[src/rtl/fpu_issue_sequencer.sv]
// Shares one FPU issue port between several pipelined functional units and retires
// their results strictly in issue order, accumulating sticky IEEE exception flags.
module fpu_issue_sequencer #(
   parameter int unsigned N_UNITS = 4,
   parameter int unsigned DEPTH   = 4
) (
   input  logic                   clk,
   input  logic                   reset,
   input  logic                   flush,
   input  logic                   valid_in,
   output logic                   ready_out,
   input  logic [$clog2(N_UNITS)-1:0] unit_in,
   output logic [N_UNITS-1:0]     unit_valid_out,
   input  logic [N_UNITS-1:0]     unit_ready_in,
   output logic [N_UNITS-1:0]     unit_ready_out,
   input  logic [N_UNITS-1:0]     unit_valid_in,
   input  logic [N_UNITS*32-1:0]  unit_result,
   input  logic [N_UNITS*5-1:0]   unit_flags,
   output logic                   unit_flush,
   output logic                   valid_out,
   input  logic                   ready_in,
   output logic [31:0]            result_out,
   output logic [4:0]             flags_out,
   output logic [4:0]             fflags,
   input  logic                   fflags_clr,
   output logic                   busy
);

   localparam int unsigned UW = $clog2(N_UNITS);
   localparam int unsigned PW = (DEPTH > 1) ? $clog2(DEPTH) : 1;
   localparam int unsigned CW = $clog2(DEPTH + 1);

   logic [UW-1:0] fifo_q [DEPTH];
   logic [PW-1:0] rd_ptr_q, wr_ptr_q;
   logic [CW-1:0] count_q;
   logic [CW-1:0] outstanding_q [N_UNITS];
   logic [4:0]    fflags_q;

   logic          full, empty, unit_legal, issue, retire;
   logic [UW-1:0] head;

   assign full       = (count_q == CW'(DEPTH));
   assign empty      = (count_q == '0);
   assign head       = fifo_q[rd_ptr_q];
   assign unit_legal = (32'(unit_in) < N_UNITS);

   // Issue side: full is the registered value, so a same-cycle retire never frees a slot.
   assign unit_flush = flush;
   assign ready_out  = !full && !flush && unit_legal && unit_ready_in[unit_in];
   assign issue      = valid_in && ready_out;

   always_comb begin
      unit_valid_out = '0;
      for (int i = 0; i < int'(N_UNITS); i++) begin
         unit_valid_out[i] = valid_in && !full && !flush && unit_legal && (unit_in == UW'(i));
      end
   end

   // Retire side: only the unit at the head of the order FIFO may hand over a result.
   assign valid_out  = !empty && !flush && unit_valid_in[head];
   assign retire     = valid_out && ready_in;
   assign result_out = empty ? '0 : unit_result[32*head +: 32];
   assign flags_out  = empty ? '0 : unit_flags[5*head +: 5];

   // Idle units always see ready so units with ready_in tied to ready_out can still accept.
   always_comb begin
      unit_ready_out = '0;
      for (int i = 0; i < int'(N_UNITS); i++) begin
         unit_ready_out[i] = (!empty && (head == UW'(i)) && ready_in) ||
                             (outstanding_q[i] == '0);
      end
   end

   assign busy   = !empty;
   assign fflags = fflags_q;

   always_ff @(posedge clk or posedge reset) begin
      if (reset) begin
         rd_ptr_q <= '0;
         wr_ptr_q <= '0;
         count_q  <= '0;
         fflags_q <= '0;
         for (int i = 0; i < int'(DEPTH); i++) begin
            fifo_q[i] <= '0;
         end
         for (int i = 0; i < int'(N_UNITS); i++) begin
            outstanding_q[i] <= '0;
         end
      end else begin
         if (flush) begin
            rd_ptr_q <= '0;
            wr_ptr_q <= '0;
            count_q  <= '0;
            for (int i = 0; i < int'(N_UNITS); i++) begin
               outstanding_q[i] <= '0;
            end
         end else begin
            if (issue) begin
               fifo_q[wr_ptr_q] <= unit_in;
               wr_ptr_q         <= wr_ptr_q + 1'b1;
            end
            if (retire) begin
               rd_ptr_q <= rd_ptr_q + 1'b1;
            end
            if (issue && !retire) begin
               count_q <= count_q + 1'b1;
            end else if (retire && !issue) begin
               count_q <= count_q - 1'b1;
            end
            for (int i = 0; i < int'(N_UNITS); i++) begin
               if (issue && (unit_in == UW'(i)) && !(retire && (head == UW'(i)))) begin
                  outstanding_q[i] <= outstanding_q[i] + 1'b1;
               end else if (retire && (head == UW'(i)) && !(issue && (unit_in == UW'(i)))) begin
                  outstanding_q[i] <= outstanding_q[i] - 1'b1;
               end
            end
         end
         // Clear takes effect before the retiring op's flags are merged in.
         if (retire) begin
            fflags_q <= (fflags_clr ? 5'b0 : fflags_q) | flags_out;
         end else if (fflags_clr) begin
            fflags_q <= '0;
         end
      end
   end

endmodule
[config.mk]
export PLATFORM = sky130hd
export DESIGN_NAME = fpu_issue_sequencer
export DESIGN_NICKNAME = d
export VERILOG_FILES = /design/src/rtl/fpu_issue_sequencer.sv
export SDC_FILE = /design/constraint.sdc
export NUM_CORES = 1
export LEC_CHECK = 0
export ABC_AREA = 1
export CAP_MARGIN = 20
export CORE_MARGIN = 1.5
export CORE_UTILIZATION = 32
export DETAILED_ROUTE_END_ITERATION = 10
export GPL_TIMING_DRIVEN = 0
export HOLD_SLACK_MARGIN = 0.03
export PLACE_DENSITY = 0.75
export RECOVER_POWER = 50
export SLEW_MARGIN = 10
export SYNTH_ARGS = -nofsm -noshare
export SYNTH_HDL_FRONTEND = slang
export SYNTH_SLANG_ARGS = --single-unit
[constraint.sdc]
create_clock -name clk -period 4.2 [get_ports clk]
set_input_delay 0.63 -clock clk [delete_from_list [all_inputs] [get_ports clk]]
set_output_delay 0.63 -clock clk [all_outputs]
set_load 0.05 [all_outputs]
==> report_table.html, run 1 <==
<table>
<tr><th>Metric</th><th>Value</th></tr>
<tr><th colspan="2">Run status</th></tr>
<tr><td>Result of the run</td><td>complete, no violations</td></tr>
<tr><th colspan="2">STA</th></tr>
<tr><td>Min Hold Slack</td><td>0.507 ns</td></tr>
<tr><td>Worst-margin pin slew</td><td>0.808 ns</td></tr>
<tr><td>Final clock skew</td><td>0.00423 ns</td></tr>
<tr><td>Maximum achievable frequency</td><td>0.255 GHz</td></tr>
<tr><td>Hold Violations, Final</td><td>0</td></tr>
<tr><td>Period utilisation layout</td><td>93.4%</td></tr>
<tr><td>Unrepaired setup endpoints after global routing</td><td>false</td></tr>
<tr><td>Tightest slew margin relative to the limit</td><td>46.1%</td></tr>
<tr><td>Tmin final</td><td>3.92 ns</td></tr>
<tr><td>Final Slew Violations</td><td>0</td></tr>
<tr><td>Setup violators final</td><td>0</td></tr>
<tr><td>Fin Setup TNS</td><td>0 ns</td></tr>
<tr><th colspan="2">Pwr</th></tr>
<tr><td>Pleak</td><td>0.00227 µW</td></tr>
<tr><td>Post-layout total power</td><td>3890 µW</td></tr>
<tr><td>Cell Pwr Density</td><td>722 nW/µm²</td></tr>
<tr><td>VDD IR max</td><td>416 µV</td></tr>
<tr><th colspan="2">Finish</th></tr>
<tr><td>Utilization after layout</td><td>58.6%</td></tr>
<tr><td>Synthesis-to-layout area growth</td><td>77.9%</td></tr>
<tr><td>Layout filler cell count</td><td>870</td></tr>
<tr><td>Number of nets in the final layout</td><td>819</td></tr>
<tr><td>Share of layout cells above drive strength 1</td><td>6.34%</td></tr>
<tr><td>Area occupied by multi-input gates</td><td>1850 µm²</td></tr>
<tr><td>Area taken by flip-flops and latches</td><td>801 µm²</td></tr>
<tr><th colspan="2">Clock network</th></tr>
<tr><td>Post-CTS repair timing setup buffer count</td><td>0</td></tr>
<tr><td>Number of cells upsized or downsized after cts</td><td>0</td></tr>
<tr><td>Clock tree root driver cell</td><td>sky130_fd_sc_hd__clkbuf_8</td></tr>
<tr><td>TritonCTS clock tree</td><td>done</td></tr>
<tr><td>Clock insertion delay at the later pin of the skew report</td><td>0.28 ns</td></tr>
<tr><td>Sink count of the clock tree</td><td>32</td></tr>
<tr><td>H-tree depth</td><td>2</td></tr>
<tr><td>Number of clock buffers inserted by TritonCTS</td><td>5</td></tr>
<tr><td>Clock-pin slew on the worst setup and hold paths</td><td>0.06 ns</td></tr>
<tr><td>Buffer levels on the longest clock path</td><td>2</td></tr>
<tr><td>Cts hold-fix bufs</td><td>0</td></tr>
<tr><th colspan="2">Setup path</th></tr>
<tr><td>Crit path largest cell delay</td><td>0.94 ns</td></tr>
<tr><td>Start-to-end type of the worst setup path</td><td>in -&gt; out</td></tr>
<tr><td>Number of cells on the worst reg-to-reg path</td><td>17</td></tr>
<tr><td>Maximum fanout count along the critical path</td><td>10</td></tr>
<tr><td>Data arrival time of the worst path</td><td>3.29 ns</td></tr>
<tr><td>Cell mode on critical path</td><td>sky130_fd_sc_hd__nor2_1</td></tr>
<tr><td>Worst path required time</td><td>3.57 ns</td></tr>
<tr><td>Crit path capture type</td><td>primary output</td></tr>
<tr><td>Worst-path cell with the longest stage delay</td><td>sky130_fd_sc_hd__clkdlybuf4s50_1</td></tr>
<tr><td>Ordered cell list for the critical path</td><td>dlygate4sd3_1 &gt; clkbuf_1 &gt; nor2_1 &gt; nand2_1 &gt; nor2_1 &gt; clkdlybuf4s50_1</td></tr>
<tr><td>Startpoint class of the critical path</td><td>primary input</td></tr>
<tr><th colspan="2">Routing</th></tr>
<tr><td>DR WL/cell</td><td>19.0 µm</td></tr>
<tr><td>Initial DRC count</td><td>325</td></tr>
<tr><td>Post-Route WL</td><td>14500 µm</td></tr>
<tr><td>Vias per cell</td><td>5.32</td></tr>
<tr><td>Detailed-route via count</td><td>4036</td></tr>
<tr><td>Number of iterations in the first detailed-routing pass</td><td>5</td></tr>
<tr><td>Detail Route Antenna Nets</td><td>0</td></tr>
<tr><td>Total DRC errors in the routed layout</td><td>0</td></tr>
<tr><th colspan="2">Yosys</th></tr>
<tr><td>Total nets after synthesis</td><td>595</td></tr>
<tr><td>Fraction of post-synthesis cell area in the top cell type by area</td><td>26.4%</td></tr>
<tr><td>Cell types with the largest area share after synthesis</td><td>sky130_fd_sc_hd__dfrtp_1 (26%), sky130_fd_sc_hd__a22oi_1 (18%), sky130_fd_sc_hd__nand2_1 (9.0%)</td></tr>
<tr><td>Instance count of the mapped netlist</td><td>422</td></tr>
<tr><td>Most instantiated library cell after synthesis</td><td>sky130_fd_sc_hd__a22oi_1</td></tr>
<tr><td>Commonest cells in the netlist</td><td>sky130_fd_sc_hd__a22oi_1 (74), sky130_fd_sc_hd__nand2_1 (73), sky130_fd_sc_hd__inv_1 (54)</td></tr>
<tr><td>Netlist area before placement</td><td>3030 µm²</td></tr>
<tr><td>Count of unique library cells instantiated by Yosys</td><td>36</td></tr>
<tr><td>Primary flip-flop cell chosen by synthesis mapping</td><td>sky130_fd_sc_hd__dfrtp_1</td></tr>
<tr><td>Yosys synthesis warning count</td><td>0</td></tr>
<tr><td>Post-synthesis cell type with the largest combined area</td><td>sky130_fd_sc_hd__dfrtp_1</td></tr>
<tr><td>Number of synthesized flops with an enable pin</td><td>0</td></tr>
<tr><td>Avg Cell Area, Syn</td><td>7.18 µm²</td></tr>
<tr><td>Part of the Yosys area used for sequential elements</td><td>26.4%</td></tr>
<tr><td>Flip-flop and latch count after synthesis</td><td>32</td></tr>
<tr><td>Share of flip-flops with an asynchronous set or reset</td><td>100%</td></tr>
<tr><th colspan="2">Floorplan</th></tr>
<tr><td>Chip Height</td><td>100 µm</td></tr>
<tr><td>Die Outline Area</td><td>10100 µm²</td></tr>
<tr><td>Effective utilization at floorplan</td><td>32.9%</td></tr>
<tr><td>Floorplan row count</td><td>35</td></tr>
<tr><td>Core ar.</td><td>9200 µm²</td></tr>
<tr><td>Die width</td><td>100 µm</td></tr>
<tr><td>I/O pin count</td><td>218</td></tr>
<tr><th colspan="2">Min path</th></tr>
<tr><td>Hold Path Depth</td><td>1</td></tr>
<tr><td>Path type of the worst min-delay path</td><td>reg -&gt; reg</td></tr>
<tr><th colspan="2">Run</th></tr>
<tr><td>Maximum Capacitance Violations</td><td>0</td></tr>
<tr><th colspan="2">Global route</th></tr>
<tr><td>Via count of the first global-routing pass</td><td>4006</td></tr>
<tr><td>Antenna violations before repair</td><td>1</td></tr>
<tr><td>First-pass GRT wire length</td><td>21800 µm</td></tr>
<tr><td>Pin count of the biggest net entering global routing</td><td>21</td></tr>
<tr><td>Total congestion overflow</td><td>0</td></tr>
<tr><td>Total Routing Usage GR</td><td>28.3%</td></tr>
<tr><th colspan="2">Placement</th></tr>
<tr><td>Half-perimeter wire length of the detailed placement result</td><td>12000 µm</td></tr>
<tr><td>Final Wtd Congestion</td><td>1.01</td></tr>
<tr><td>Port buffer count</td><td>216</td></tr>
</table>
[kinds of logic (layout without fill, tap and decap cells)]
family	Yosys count	count (layout)	synth area share (%)
multiplexers	2	2	0.744
AO/OA/AOI/OAI	139	139	30.7
other	0	1	0
buffers and inverters	83	308	11.3
XOR/XNOR	5	5	1.45
adder cells (fa/ha/maj)	9	9	4.96
flip-flops	32	32	26.4
AND/OR/NAND/NOR	152	152	24.4
[per-layer routing]
layer  GRT usage, %  vias up  wire (µm)  part of all wire [%]
li1               -     1930          -                     -
met1           34.7     1900       5900                    41
met2           50.6      185       7150                    49
met3           6.06       21       1110                   7.7
met4           6.83        0        293                   2.0
met5              0        -          0                     0
[sequential cells by signal (all words and copies together) (netlist names)]
signal,count
count_q,3
fflags,5
fifo_q,8
outstanding_q,12
rd_ptr_q,2
wr_ptr_q,2
[cell usage in the layout (no fill, tap or decap), types with 2 or more instances in the layout]
cell,n
sky130_fd_sc_hd__a21oi_1,38
sky130_fd_sc_hd__a21oi_2,2
sky130_fd_sc_hd__a22oi_1,74
sky130_fd_sc_hd__buf_2,16
sky130_fd_sc_hd__buf_4,2
sky130_fd_sc_hd__clkbuf_1,11
sky130_fd_sc_hd__clkbuf_8,6
sky130_fd_sc_hd__clkdlybuf4s50_1,208
sky130_fd_sc_hd__dfrtp_1,32
sky130_fd_sc_hd__dlygate4sd3_1,8
sky130_fd_sc_hd__fa_1,5
sky130_fd_sc_hd__ha_1,4
sky130_fd_sc_hd__inv_1,54
sky130_fd_sc_hd__mux2_2,2
sky130_fd_sc_hd__nand2_1,77
sky130_fd_sc_hd__nand2_2,4
sky130_fd_sc_hd__nand3_1,24
sky130_fd_sc_hd__nand3_2,2
sky130_fd_sc_hd__nand4_1,15
sky130_fd_sc_hd__nand4_2,2
sky130_fd_sc_hd__nor2_1,22
sky130_fd_sc_hd__nor2_4,2
sky130_fd_sc_hd__nor3_1,3
sky130_fd_sc_hd__o211ai_1,2
sky130_fd_sc_hd__o21a_1,4
sky130_fd_sc_hd__o21ai_0,10
sky130_fd_sc_hd__o21ai_1,3
sky130_fd_sc_hd__o31ai_1,2
sky130_fd_sc_hd__o32ai_1,2
sky130_fd_sc_hd__xnor2_1,5
[report_power, final]
group          leakage (µW)  switching, µW  total, µW  internal [µW]
Clock             0.0000455            117        251            134
Combinational       0.00180           2110       3190           1070
Sequential         0.000417           62.3        449            387
Total               0.00227           2290       3890           1590
[worst paths after layout]
path                             startpoint          endpoint  slack, ns
max in group asynchronous             reset       wr_ptr_q[1]       2.12
worst max register to register  rd_ptr_q[0]  outstanding_q[2]       0.83
worst min-delay path              fifo_q[0]         fifo_q[0]       0.51
worst min register to register    fifo_q[0]         fifo_q[0]       0.51
min in group asynchronous             reset  outstanding_q[3]       0.94
worst max-delay path                  flush         valid_out       0.28
[critical path, delay by kind of cell]
family                 cells  cell delay, ns
AND/OR/NAND/NOR            3            0.83
buffers and inverters      3            1.82
[final cells by class]
class | instances | share of cell area, %
repair buffers | 217 | 40.2
clock buffers | 8 | 1.67
multi-input cells | 307 | 34.3
well taps | 111 | 2.58
inverters | 56 | 3.93
diodes | 1 | 0.0465
flip-flops and latches | 32 | 14.9
plain buffers | 27 | 2.39
[metrics by stage]
step,cells,instance area (µm²),setup slack [ns]
global placement,749,5330,0.729
finish,759,5390,0.276
CTS,758,5430,0.343
detailed placement,750,5340,0.652
floorplan,422,3030,1.34
global route,759,5390,0.167
Power figures use the tool's default switching activity.
==> run 2: changes to the inputs <==
CORE_UTILIZATION = 36   (was 32)
PLACE_DENSITY = 0.83   (was 0.75)
clock period = 4.23 ns   (was 4.2 ns; I/O delays follow)
==> report_table.html, run 2 (same netlist as run 1, synthesis figures left out) <==
<table>
<tr><th>Metric</th><th>Value</th></tr>
<tr><th colspan="2">Run status</th></tr>
<tr><td>Result of the run</td><td>complete, no violations</td></tr>
<tr><th colspan="2">Floorplan</th></tr>
<tr><td>Die Outline Area</td><td>8970 µm²</td></tr>
<tr><td>Die width</td><td>94.7 µm</td></tr>
<tr><td>Core ar.</td><td>8180 µm²</td></tr>
<tr><td>Chip Height</td><td>94.7 µm</td></tr>
<tr><td>I/O pin count</td><td>218</td></tr>
<tr><td>Effective utilization at floorplan</td><td>37.0%</td></tr>
<tr><td>Floorplan row count</td><td>33</td></tr>
<tr><th colspan="2">STA</th></tr>
<tr><td>Final Slew Violations</td><td>0</td></tr>
<tr><td>Setup violators final</td><td>0</td></tr>
<tr><td>Tightest slew margin relative to the limit</td><td>12.6%</td></tr>
<tr><td>Maximum achievable frequency</td><td>0.263 GHz</td></tr>
<tr><td>Final clock skew</td><td>0.00605 ns</td></tr>
<tr><td>Tmin final</td><td>3.81 ns</td></tr>
<tr><td>Period utilisation layout</td><td>90.0%</td></tr>
<tr><td>Worst-margin pin slew</td><td>1.31 ns</td></tr>
<tr><td>Fin Setup TNS</td><td>0 ns</td></tr>
<tr><td>Unrepaired setup endpoints after global routing</td><td>false</td></tr>
<tr><td>Hold Violations, Final</td><td>0</td></tr>
<tr><th colspan="2">Setup path</th></tr>
<tr><td>Worst path required time</td><td>3.60 ns</td></tr>
<tr><td>Crit path capture type</td><td>primary output</td></tr>
<tr><td>Number of cells on the worst reg-to-reg path</td><td>17</td></tr>
<tr><td>Data arrival time of the worst path</td><td>3.17 ns</td></tr>
<tr><td>Start-to-end type of the worst setup path</td><td>reg -&gt; out</td></tr>
<tr><td>Startpoint class of the critical path</td><td>flip-flop</td></tr>
<tr><td>Maximum fanout count along the critical path</td><td>10</td></tr>
<tr><th colspan="2">Clock network</th></tr>
<tr><td>Sink count of the clock tree</td><td>32</td></tr>
<tr><td>Clock-pin slew on the worst setup and hold paths</td><td>0.07 ns</td></tr>
<tr><td>Clock tree root driver cell</td><td>sky130_fd_sc_hd__clkbuf_8</td></tr>
<tr><td>Clock insertion delay at the later pin of the skew report</td><td>0.29 ns</td></tr>
<tr><td>TritonCTS clock tree</td><td>done</td></tr>
<tr><td>Number of clock buffers inserted by TritonCTS</td><td>5</td></tr>
<tr><td>Cts hold-fix bufs</td><td>0</td></tr>
<tr><td>Buffer levels on the longest clock path</td><td>2</td></tr>
<tr><td>Post-CTS repair timing setup buffer count</td><td>0</td></tr>
<tr><td>H-tree depth</td><td>2</td></tr>
<tr><td>Number of cells upsized or downsized after cts</td><td>0</td></tr>
<tr><th colspan="2">Finish</th></tr>
<tr><td>Post-Layout Cell Count</td><td>751</td></tr>
<tr><td>Leading cell types in the layout, fill and taps excluded</td><td>sky130_fd_sc_hd__clkdlybuf4s50_1 (209), sky130_fd_sc_hd__nand2_1 (77), sky130_fd_sc_hd__a22oi_1 (74)</td></tr>
<tr><td>Share of layout cells above drive strength 1</td><td>6.81%</td></tr>
<tr><td>Register ranked first by flip-flop count</td><td>outstanding_q</td></tr>
<tr><td>Synthesis-to-layout area growth</td><td>78.3%</td></tr>
<tr><td>Number of nets in the final layout</td><td>818</td></tr>
<tr><td>Diodes inserted</td><td>0</td></tr>
<tr><td>Max FFs per register</td><td>12</td></tr>
<tr><td>Most common library cell in the layout ignoring fill and taps</td><td>sky130_fd_sc_hd__clkdlybuf4s50_1</td></tr>
<tr><th colspan="2">Placement</th></tr>
<tr><td>Port buffer count</td><td>216</td></tr>
<tr><td>Half-perimeter wire length of the detailed placement result</td><td>11400 µm</td></tr>
<tr><td>Final Wtd Congestion</td><td>0.967</td></tr>
<tr><td>Number of cells after detailed placement</td><td>743</td></tr>
<tr><th colspan="2">Routing</th></tr>
<tr><td>Post-Route WL</td><td>14000 µm</td></tr>
<tr><td>Detailed-route via count</td><td>4151</td></tr>
<tr><td>Total DRC errors in the routed layout</td><td>0</td></tr>
<tr><td>Vias per cell</td><td>5.53</td></tr>
<tr><td>DR WL/cell</td><td>18.7 µm</td></tr>
<tr><td>Number of iterations in the first detailed-routing pass</td><td>5</td></tr>
<tr><td>Initial DRC count</td><td>222</td></tr>
<tr><td>Detail Route Antenna Nets</td><td>0</td></tr>
<tr><th colspan="2">Global route</th></tr>
<tr><td>Via count of the first global-routing pass</td><td>4194</td></tr>
<tr><td>Pin count of the biggest net entering global routing</td><td>33</td></tr>
<tr><td>Antenna violations before repair</td><td>0</td></tr>
<tr><td>Total Routing Usage GR</td><td>31.1%</td></tr>
<tr><td>First-pass GRT wire length</td><td>21300 µm</td></tr>
<tr><td>Total congestion overflow</td><td>0</td></tr>
<tr><th colspan="2">Pwr</th></tr>
<tr><td>Pleak</td><td>0.00228 µW</td></tr>
<tr><td>VDD IR max</td><td>291 µV</td></tr>
<tr><td>Cell Pwr Density</td><td>725 nW/µm²</td></tr>
<tr><th colspan="2">Min path</th></tr>
<tr><td>Hold Path Depth</td><td>1</td></tr>
<tr><td>Path type of the worst min-delay path</td><td>reg -&gt; reg</td></tr>
<tr><th colspan="2">Run</th></tr>
<tr><td>Maximum Capacitance Violations</td><td>0</td></tr>
</table>
[run 2: final timing paths]
kind / slack (ns) / endpoint / from
min in group asynchronous: 1.15 / fflags[2] / reset
worst min-delay path: 0.51 / fifo_q[6] / fifo_q[6]
max in group asynchronous: 2.28 / count_q[2] / reset
worst min register to register: 0.51 / fifo_q[6] / fifo_q[6]
worst max-delay path: 0.42 / result_out[8] / rd_ptr_q[0]
worst max register to register: 0.92 / outstanding_q[2] / rd_ptr_q[0]
[run 2: area by class of cell]
type	count	area [µm²]
Buffer	27	129
Clock buffer	5	68.8
Clock inverter	3	42.5
Fill cell	704	2780
Inverter	56	211
Multi-Input combinational cell	307	1850
Sequential cell	32	801
Tap cell	105	131
Timing Repair Buffer	216	2160
[run 2: per-layer routing]
| layer | vias to the layer above | track usage, % | routed length, µm |
|---|---|---|---|
| met1 | 1968 | 36.0 | 5320 |
| met2 | 203 | 51.7 | 6750 |
| li1 | 1929 | - | - |
| met5 | - | 0 | 0 |
| met4 | 0 | 18.7 | 782 |
| met3 | 51 | 7.49 | 1180 |
[run 2: critical path: stages (launching register included)]
cell and delay [ns]:
sky130_fd_sc_hd__dfrtp_1 0.46, sky130_fd_sc_hd__inv_2 0.14, sky130_fd_sc_hd__nand2_1 0.09, sky130_fd_sc_hd__nand3_1 0.10, sky130_fd_sc_hd__nand2_2 0.10, sky130_fd_sc_hd__nor2_1 0.20, sky130_fd_sc_hd__buf_2 0.32, sky130_fd_sc_hd__buf_2 0.29
sky130_fd_sc_hd__a22oi_1 0.13, sky130_fd_sc_hd__a21oi_1 0.20, sky130_fd_sc_hd__clkdlybuf4s50_1 0.84
[run 2: stage by stage]
stage | area (µm²) | worst slack, ns | total power (µW) | hold WS [ns] | util (%)
after floorplan | 3030 | 1.36 | 2570 | 0.464 | -
after global placement | 5320 | 0.781 | 3570 | 0.491 | 65.1
after detailed placement | 5320 | 0.763 | 3620 | 0.497 | 65.1
after CTS | 5430 | 0.439 | 3930 | 0.517 | 66.5
after global routing | 5400 | 0.234 | 4120 | 0.536 | 66.0
final | 5400 | 0.424 | 3910 | 0.508 | 66.0
[run 2: power by group]
| group | switching (µW) | internal (µW) | total, µW |
|---|---|---|---|
| clock network | 126 | 174 | 300 |
| registers | 60.2 | 384 | 444 |
| logic | 2100 | 1070 | 3170 |
| total | 2290 | 1630 | 3910 |
